[src/rtl/bus_select_encoder_if.sv]
// Request/select bundle between the control unit strobes and the bus mux select.
// The master drives requests and strobes; the slave returns the registered select, grant and collision count.
interface bus_select_encoder_if #(
  parameter int N_SRC = 26,
  parameter int SEL_W = 5
);
  logic             en;
  logic [N_SRC-1:0] req;
  logic             coll_clr;
  logic [SEL_W-1:0] sel;
  logic             sel_valid;
  logic [N_SRC-1:0] grant;
  logic [7:0]       coll_cnt;

  modport master (
    output en, req, coll_clr,
    input  sel, sel_valid, grant, coll_cnt
  );

  modport slave (
    input  en, req, coll_clr,
    output sel, sel_valid, grant, coll_cnt
  );
endinterface

[src/rtl/bus_select_encoder.sv]
// Registered request-to-select encoder (strict one-hot / fixed priority / round-robin); 1-cycle latency.
// No backpressure: en=0 freezes every registered output and the round-robin pointer.
module bus_select_encoder #(
  parameter int N_SRC     = 26,
  parameter int SEL_W     = 5,
  parameter int IDLE_CODE = 31,
  parameter int MODE      = 0
) (
  input logic                 clk,
  input logic                 clr,
  bus_select_encoder_if.slave bus
);

  if (N_SRC < 2 || N_SRC > 64) begin : g_bad_nsrc
    $error("bus_select_encoder: N_SRC must be in 2..64");
  end
  if ((2 ** SEL_W) <= N_SRC) begin : g_bad_selw
    $error("bus_select_encoder: SEL_W too narrow for N_SRC");
  end
  if (IDLE_CODE < N_SRC || IDLE_CODE >= (2 ** SEL_W)) begin : g_bad_idle
    $error("bus_select_encoder: IDLE_CODE must lie in N_SRC..2**SEL_W-1");
  end
  if (MODE < 0 || MODE > 2) begin : g_bad_mode
    $error("bus_select_encoder: MODE must be 0, 1 or 2");
  end

  localparam logic [SEL_W-1:0] IDLE = SEL_W'(IDLE_CODE);
  localparam logic [SEL_W:0]   NSRC_X = (SEL_W+1)'(N_SRC);
  localparam logic [SEL_W-1:0] LAST = SEL_W'(N_SRC - 1);

  function automatic logic [SEL_W-1:0] lowest(input logic [N_SRC-1:0] v);
    lowest = '0;
    for (int i = N_SRC - 1; i >= 0; i--) begin
      if (v[i]) lowest = SEL_W'(i);
    end
  endfunction

  logic [SEL_W-1:0] sel_q;
  logic             vld_q;
  logic [N_SRC-1:0] grant_q;
  logic [7:0]       coll_q;
  logic [SEL_W-1:0] ptr;

  logic             any_req;
  logic             multi;
  logic [N_SRC-1:0] rr_rot;
  logic [SEL_W-1:0] rr_off;
  logic [SEL_W:0]   rr_sum;
  logic [SEL_W-1:0] rr_idx;
  logic             win_vld;
  logic [SEL_W-1:0] win_idx;
  logic [N_SRC-1:0] grant_nxt;
  logic [SEL_W-1:0] ptr_nxt;

  assign any_req = |bus.req;
  assign multi   = $countones(bus.req) > 1;

  // Rotate so bit 0 is the pointer position; the lowest set bit is then the offset from ptr.
  assign rr_rot = N_SRC'({bus.req, bus.req} >> ptr);
  assign rr_off = lowest(rr_rot);
  assign rr_sum = {1'b0, ptr} + {1'b0, rr_off};
  assign rr_idx = (rr_sum >= NSRC_X) ? SEL_W'(rr_sum - NSRC_X) : rr_sum[SEL_W-1:0];

  always_comb begin
    win_vld = 1'b0;
    win_idx = lowest(bus.req);
    case (MODE)
      0:       win_vld = any_req & ~multi;
      1:       win_vld = any_req;
      default: begin
        win_vld = any_req;
        win_idx = rr_idx;
      end
    endcase
  end

  assign grant_nxt = win_vld ? (N_SRC'(1) << win_idx) : '0;
  assign ptr_nxt   = (win_idx == LAST) ? '0 : win_idx + 1'b1;

  always_ff @(posedge clk or posedge clr) begin
    if (clr) begin
      sel_q   <= IDLE;
      vld_q   <= 1'b0;
      grant_q <= '0;
      coll_q  <= '0;
      ptr     <= '0;
    end else begin
      if (bus.en) begin
        sel_q   <= win_vld ? win_idx : IDLE;
        vld_q   <= win_vld;
        grant_q <= grant_nxt;
        if (MODE == 2 && win_vld) ptr <= ptr_nxt;
      end
      // Clear beats a same-cycle collision increment, and works even with en low.
      if (bus.coll_clr) coll_q <= '0;
      else if (bus.en && multi && coll_q != 8'hff) coll_q <= coll_q + 8'd1;
    end
  end

  assign bus.sel       = sel_q;
  assign bus.sel_valid = vld_q;
  assign bus.grant     = grant_q;
  assign bus.coll_cnt  = coll_q;

endmodule

[src/flat_wrapper.sv]
// flat-port wrapper written by rule: the top's interface ports become plain ports
module bus_select_encoder_flat 
#(
  parameter int N_SRC     = 26,
  parameter int SEL_W     = 5,
  parameter int IDLE_CODE = 31,
  parameter int MODE      = 0
)
  (clk, clr, bus_en, bus_req, bus_coll_clr, bus_sel, bus_sel_valid, bus_grant, bus_coll_cnt);
  bus_select_encoder_if #(.N_SRC(N_SRC), .SEL_W(SEL_W)) bus_i ();
  input logic clk;
  input logic clr;
  input wire logic [$bits(bus_i.en)-1:0] bus_en;
  input wire logic [$bits(bus_i.req)-1:0] bus_req;
  input wire logic [$bits(bus_i.coll_clr)-1:0] bus_coll_clr;
  output wire logic [$bits(bus_i.sel)-1:0] bus_sel;
  output wire logic [$bits(bus_i.sel_valid)-1:0] bus_sel_valid;
  output wire logic [$bits(bus_i.grant)-1:0] bus_grant;
  output wire logic [$bits(bus_i.coll_cnt)-1:0] bus_coll_cnt;
  assign bus_i.en = bus_en;
  assign bus_i.req = bus_req;
  assign bus_i.coll_clr = bus_coll_clr;
  assign bus_sel = bus_i.sel;
  assign bus_sel_valid = bus_i.sel_valid;
  assign bus_grant = bus_i.grant;
  assign bus_coll_cnt = bus_i.coll_cnt;
  bus_select_encoder #(.N_SRC(N_SRC), .SEL_W(SEL_W), .IDLE_CODE(IDLE_CODE), .MODE(MODE)) u_core (.clk(clk), .clr(clr), .bus(bus_i));
endmodule
[config.mk]
export PLATFORM = sky130hd
export DESIGN_NAME = bus_select_encoder_flat
export DESIGN_NICKNAME = d
export VERILOG_FILES = /design/src/rtl/bus_select_encoder_if.sv /design/src/rtl/bus_select_encoder.sv /design/src/flat_wrapper.sv
export SDC_FILE = /design/constraint.sdc
export NUM_CORES = 1
export LEC_CHECK = 0
export ABC_AREA = 0
export CAP_MARGIN = 20
export CORE_ASPECT_RATIO = 1.4
export CORE_UTILIZATION = 32
export DETAILED_ROUTE_END_ITERATION = 10
export GPL_ROUTABILITY_DRIVEN = 0
export SETUP_SLACK_MARGIN = 0.15
export SLEW_MARGIN = 0
export SYNTH_ARGS = -nofsm -noshare
export SYNTH_HDL_FRONTEND = slang
export SYNTH_SLANG_ARGS = --single-unit
[constraint.sdc]
create_clock -name clk -period 2.3 [get_ports clk]
set_clock_uncertainty 0.2 [all_clocks]
set_input_delay 0.46 -clock clk [delete_from_list [all_inputs] [get_ports clk]]
set_output_delay 0.46 -clock clk [all_outputs]
set_load 0.005 [all_outputs]
# Word level (Yosys, flattened, before mapping)
# Cells that the tools add are included.
# word_totals
regBits	40
inputBits	30
# classes
n_bitwise	2
eq_ne	1
add_sub_neg	26
n_shift	1
reduce_logical	4
n_mux	30
magnitude_cmp	1
# ops
op	count
$add 32x32->32	12
$mux 5	27
$gt 32x2->1 const B	1
$add 1x1->2	13
$mux 26	1
$reduce_or 26->1	1
$shl 1x5->26 const A	1
$mux 8	2
$add 8x1->8 const B	1
$ne 8x8->1 const B	1
$logic_and 1x1->1	2
$reduce_bool 2->1	1
$and 1x1->1	1
$not 1->1	1

# Depth between registers and ports, before layout
# depth
depth_word	28
depth_mapped	20

# Worst setup path before layout
# OpenSTA, ideal clock, no wires.
# synth_timing
path_type	input port to flip-flop
startpoint	input port bus_req[24]
endpoint	register u_core.coll_q[4] (netlist: u_core.bus.coll_cnt[4])
path_stages	20
slack_ns	-3.489
arrival_time_ns	5.461
setup_time_ns	0.128
cell_sequence	inv_1 -> ha_1 -> inv_1 -> fa_1 -> fa_1 -> inv_1 -> fa_1 -> inv_1 -> fa_1 -> fa_1 -> inv_1 -> fa_1 -> inv_1 -> fa_1 -> nor2b_1 -> and3_1 -> clkbuf_1 -> a2111oi_0 -> xnor2_1 -> nor2_1
# synth_between
elab_chain_len	7
# synth_lines
item	line_no	rtl
start: declaration	flat_wrapper.sv:14	input wire logic [$bits(bus_i.req)-1:0] bus_req;
$add 1x1->2 (implied by the code)	bus_select_encoder.sv:56	assign multi = $countones(bus.req) > 1;
$add 32x32->32 (implied by the code) (2 in series)	bus_select_encoder.sv:56	
$gt 32x2->1	bus_select_encoder.sv:56	
$logic_and 1x1->1 (2 in series)	bus_select_encoder.sv:96	else if (bus.en && multi && coll_q != 8'hff) coll_q <= coll_q + 8'd1;
$reduce_bool 2->1 (no source line)	--	
end signal: assignment	bus_select_encoder.sv:96	
end: declaration	bus_select_encoder.sv:41	logic [7:0] coll_q;
# Every way passes these cells.
# A chain may end at the register's enable or synchronous reset.

# Final worst setup path
# layout_timing
startpoint	input port bus_req[19]
endpoint	register u_core.grant_q[24] (netlist: u_core.bus.grant[24])
# layout_between
elab_chain_len	22
elab_cells_between_ends	31
# layout_lines
item	line_no	rtl
parallel branches: the longest is 21 deep, another holds $add 32x32->32	--	
$mux 26 *	bus_select_encoder.sv:77	assign grant_nxt = win_vld ? (N_SRC'(1) << win_idx) : '0;
end signal: assignment	bus_select_encoder.sv:91	grant_q <= grant_nxt;
end: declaration	bus_select_encoder.sv:40	logic [N_SRC-1:0] grant_q;
# Mark *: on every way between the ends.

==> impl_metrics.env <==
export IMPL_die_x_um=88.2
export IMPL_synth_cells=348
export IMPL_relSlewSlack_pct=62.8
export IMPL_post_place_ws_ps=-4020
export IMPL_ys_warn_count=0
export IMPL_fin_tns_setup_ps=-120270
export IMPL_rrSetupSlack_ps=450
export IMPL_crit_arrival_ps=5370
export IMPL_fp_dieArea_um2=10800
export IMPL_period_share_pct=234
export IMPL_drv_slew=0
export IMPL_synthArstFlopShare_pct=100
export IMPL_maxClockFrequency_mhz=186
export IMPL_worst_endpoint_required_ps=2300
export IMPL_cts_hold_buf=0
export IMPL_cp_startpoint="bus_req[19]"
export IMPL_status="finished, violations left"
export IMPL_critical_path_max_fanout=3
export IMPL_path_cells="buf_8 -> inv_4 -> ha_4 -> inv_2 -> fa_1 -> fa_1 -> inv_2 -> fa_1 -> inv_2 -> fa_1 -> fa_1 -> inv_2 -> fa_2 -> inv_2 -> fa_2 -> nor2b_4 -> nand3_2 -> nor3b_4 -> buf_6 -> buf_6 -> nand3_1 -> o31ai_1"
export IMPL_reg2reg_depth=7
export IMPL_p_leak_nw=2.36
export IMPL_grt_usage_pct=18.7
export IMPL_hpwl_um=7580
export IMPL_final_layout_size_suffix_gt1_share_pct=40.8
export IMPL_initial_core_util_pct=33.2
export IMPL_drt_iter0_drc=49
export IMPL_cpPeakStageDelay_ps=540
export IMPL_wire_per_inst_um=14.6
export IMPL_num_rows=43
export IMPL_io_pin_count=70
export IMPL_via_per_inst=4.93
export IMPL_regToRegEndpoint="u_core.bus.coll_cnt[4]"
export IMPL_cp_end_kind="flip-flop"
export IMPL_first_global_vias=3225
export IMPL_fin_nets=584
export IMPL_insertion_delay_ps=280
export IMPL_n_antenna_cell=0
export IMPL_hold_violations=0
export IMPL_synth_edf_count=0
export IMPL_syn_avg_cell_area_um2=9.56
export IMPL_clock_sinks=40
export IMPL_synthesis_area_um2=3330
export IMPL_critical_path_class="in2reg"
export IMPL_peakVddDrop_v=0.00121
export IMPL_clock_path_buffers=2
export IMPL_totalWireLength_um=9250
export IMPL_cap_violations=0
export IMPL_core_um2=10000
export IMPL_grt_max_degree=41
export IMPL_crit_slowest_cell="fa_1"
export IMPL_grt_pass1_wl_um=15400
export IMPL_fin_crit_ps=5370
export IMPL_ant_nets=0
export IMPL_die_height_um=123
export IMPL_num_vias=3118
export IMPL_ys_ff_latch=40
export IMPL_dr_pass1_iters=4
export IMPL_syn_to_final_growth_pct=62.7
export IMPL_grt_ovfl_total=0
export IMPL_rr_startpoint="u_core.bus.coll_cnt[0]"
export IMPL_clk_pin_slew_ps=60
export IMPL_finalSetupViolCount=40
export IMPL_cp_depth=22
export IMPL_cts_tree="done"
export IMPL_synthDistinctLibCells=56
export IMPL_drc=0
export IMPL_setup_ws_ps=-3070
export IMPL_holdCritPathClass="reg2reg"
export IMPL_h_tree_depth=2
export IMPL_cp_num_buf_inv=9
export IMPL_worst_slew_pin_slew_ps=557
export IMPL_crit_path_end="u_core.bus.grant[24]"
export IMPL_synth_ff_type="dfrtp_1"
export IMPL_violations="setup timing"
export IMPL_port_buffers=69
export IMPL_synthesis_nets=435
export IMPL_power_per_cell_area_nw_per_um2=1020
export IMPL_rsz0062_at_grt="yes"
export IMPL_startpoint_type="input pin"
export IMPL_antenna_found_initial=0
export IMPL_cts_buffers=5
export IMPL_clock_root_buffer="clkbuf_16"
export IMPL_crit_family="adder cells"
export IMPL_ys_seq_area_share_pct=30.3
## synth_stat cells (all sizes together) (6+ instances only)
cell,instances,area [um^2]
xnor2,7,61.3
ha,36,450
a21oi,8,40.0
nand3,7,40.0
inv,89,334
fa,21,420
nor2,28,108
dfrtp,35,876
o21ai,7,42.5
o32ai,20,205
nand4,6,37.5
nand2,10,37.5
## power by group
part           total (mW)  internal [mW]  switching [mW]
Clock               0.821          0.543           0.279
Sequential          0.830          0.782          0.0482
Combinational        3.85           1.90            1.95
Total                5.50           3.22            2.28
## flip-flops by register name, indices dropped and copies added, names as in the netlist
name / flops
u_core.bus.sel: 5
u_core.bus.grant: 26
u_core.bus.coll_cnt: 8
u_core.bus.sel_valid: 1
## stage by stage
| stage | cells | power [mW] | instance area, um^2 | utilization, % | hold slack [ps] |
|---|---|---|---|---|---|
| final | 633 | 5.50 | 5410 | 54.1 | 295 |
| after global routing | 633 | 5.90 | 5410 | 54.1 | 306 |
| after floorplan | 348 | 3.01 | 3470 | - | 275 |
| after CTS | 628 | 5.39 | 5310 | 53.0 | 297 |
| after global placement | 612 | 3.95 | 4810 | 48.1 | 278 |
| after detailed placement | 612 | 4.05 | 4810 | 48.1 | 281 |
## repair_timing
item                                    in CTS  in global routing
pin swaps                                   25                  4
setup buffers                                8                  5
gates resized for setup                    148                 14
gates cloned                                 0                  0
endpoints found under the setup margin      40                 40
hold endpoints to repair                     0                  0
## cell families (layout without fill, tap and decap cells)
| logic type | count (synthesis) | after routing | synth area share, % |
|---|---|---|---|
| buffers and inverters | 96 | 246 | 11.1 |
| and+or+nand+nor | 80 | 80 | 12.9 |
| AOI/OAI and AO/OA | 67 | 67 | 17.5 |
| adders and majority gates | 57 | 57 | 26.2 |
| DFF | 40 | 40 | 30.3 |
| xor gates and xnor gates | 7 | 7 | 1.84 |
| muxes | 1 | 1 | 0.301 |
## layout by cell type (no fill, tap or decap), types with 3 or more instances in the layout
| cell | synthesis | routed |
|---|---|---|
| o32ai_2 | 4 | 20 |
| buf_4 | 0 | 70 |
| nor4_1 | 5 | 5 |
| a21oi_1 | 8 | 3 |
| buf_2 | 0 | 6 |
| inv_1 | 89 | 59 |
| xnor2_1 | 7 | 7 |
| nand3_1 | 6 | 5 |
| o21ai_0 | 4 | 4 |
| or4_1 | 3 | 3 |
| clkdlybuf4s50_1 | 0 | 49 |
| dfrtp_1 | 35 | 35 |
| ha_1 | 36 | 27 |
| inv_4 | 0 | 4 |
| a2111oi_4 | 1 | 5 |
| fa_1 | 21 | 19 |
| nand2b_1 | 4 | 4 |
| buf_8 | 0 | 3 |
| dfstp_2 | 5 | 5 |
| buf_6 | 1 | 17 |
| nor2b_1 | 5 | 3 |
| nor2_1 | 27 | 27 |
| clkbuf_16 | 0 | 5 |
| nand2_1 | 10 | 9 |
| a21oi_2 | 0 | 4 |
| ha_4 | 0 | 8 |
| inv_2 | 0 | 25 |
| nand4_1 | 6 | 6 |
## layout make-up
class,count,area [um^2]
Clock buffer,6,139
Clock inverter,2,38.8
Fill cell,881,4600
Inverter,89,357
Multi-Input combinational cell,212,2360
Sequential cell,40,1010
Tap cell,135,169
Timing Repair Buffer,149,1340
## worst reg2reg max path, cell delays in order, from the launching register on
cell	delay (ps)
dfrtp_1	410
ha_1	240
nand3_1	100
o21ai_1	60
buf_4	210
a2111oi_4	310
xnor2_1	150
nor2_1	50
## per-layer routing
metal	vias up	part of all wire [%]	global-route usage, %
li1	1482	-	-
met1	1527	38	21.1
met2	90	53	33.9
met3	19	4.6	3.03
met4	0	3.4	8.27
met5	-	0	0
## worst min path at each step
stage / startpoint / endpoint / slack (ps) / depth (start not counted)
after floorplan: u_core.bus.grant[16] / u_core.bus.grant[16] / 280 / 2
after global placement: u_core.bus.sel_valid / u_core.bus.sel_valid / 280 / 1
after detailed placement: u_core.bus.grant[25] / u_core.bus.grant[25] / 280 / 1
after CTS: u_core.bus.grant[16] / u_core.bus.grant[16] / 300 / 2
after global routing: u_core.bus.grant[25] / u_core.bus.grant[25] / 310 / 1
final: u_core.bus.sel_valid / u_core.bus.sel_valid / 300 / 1
Power figures use the tool's default switching activity.
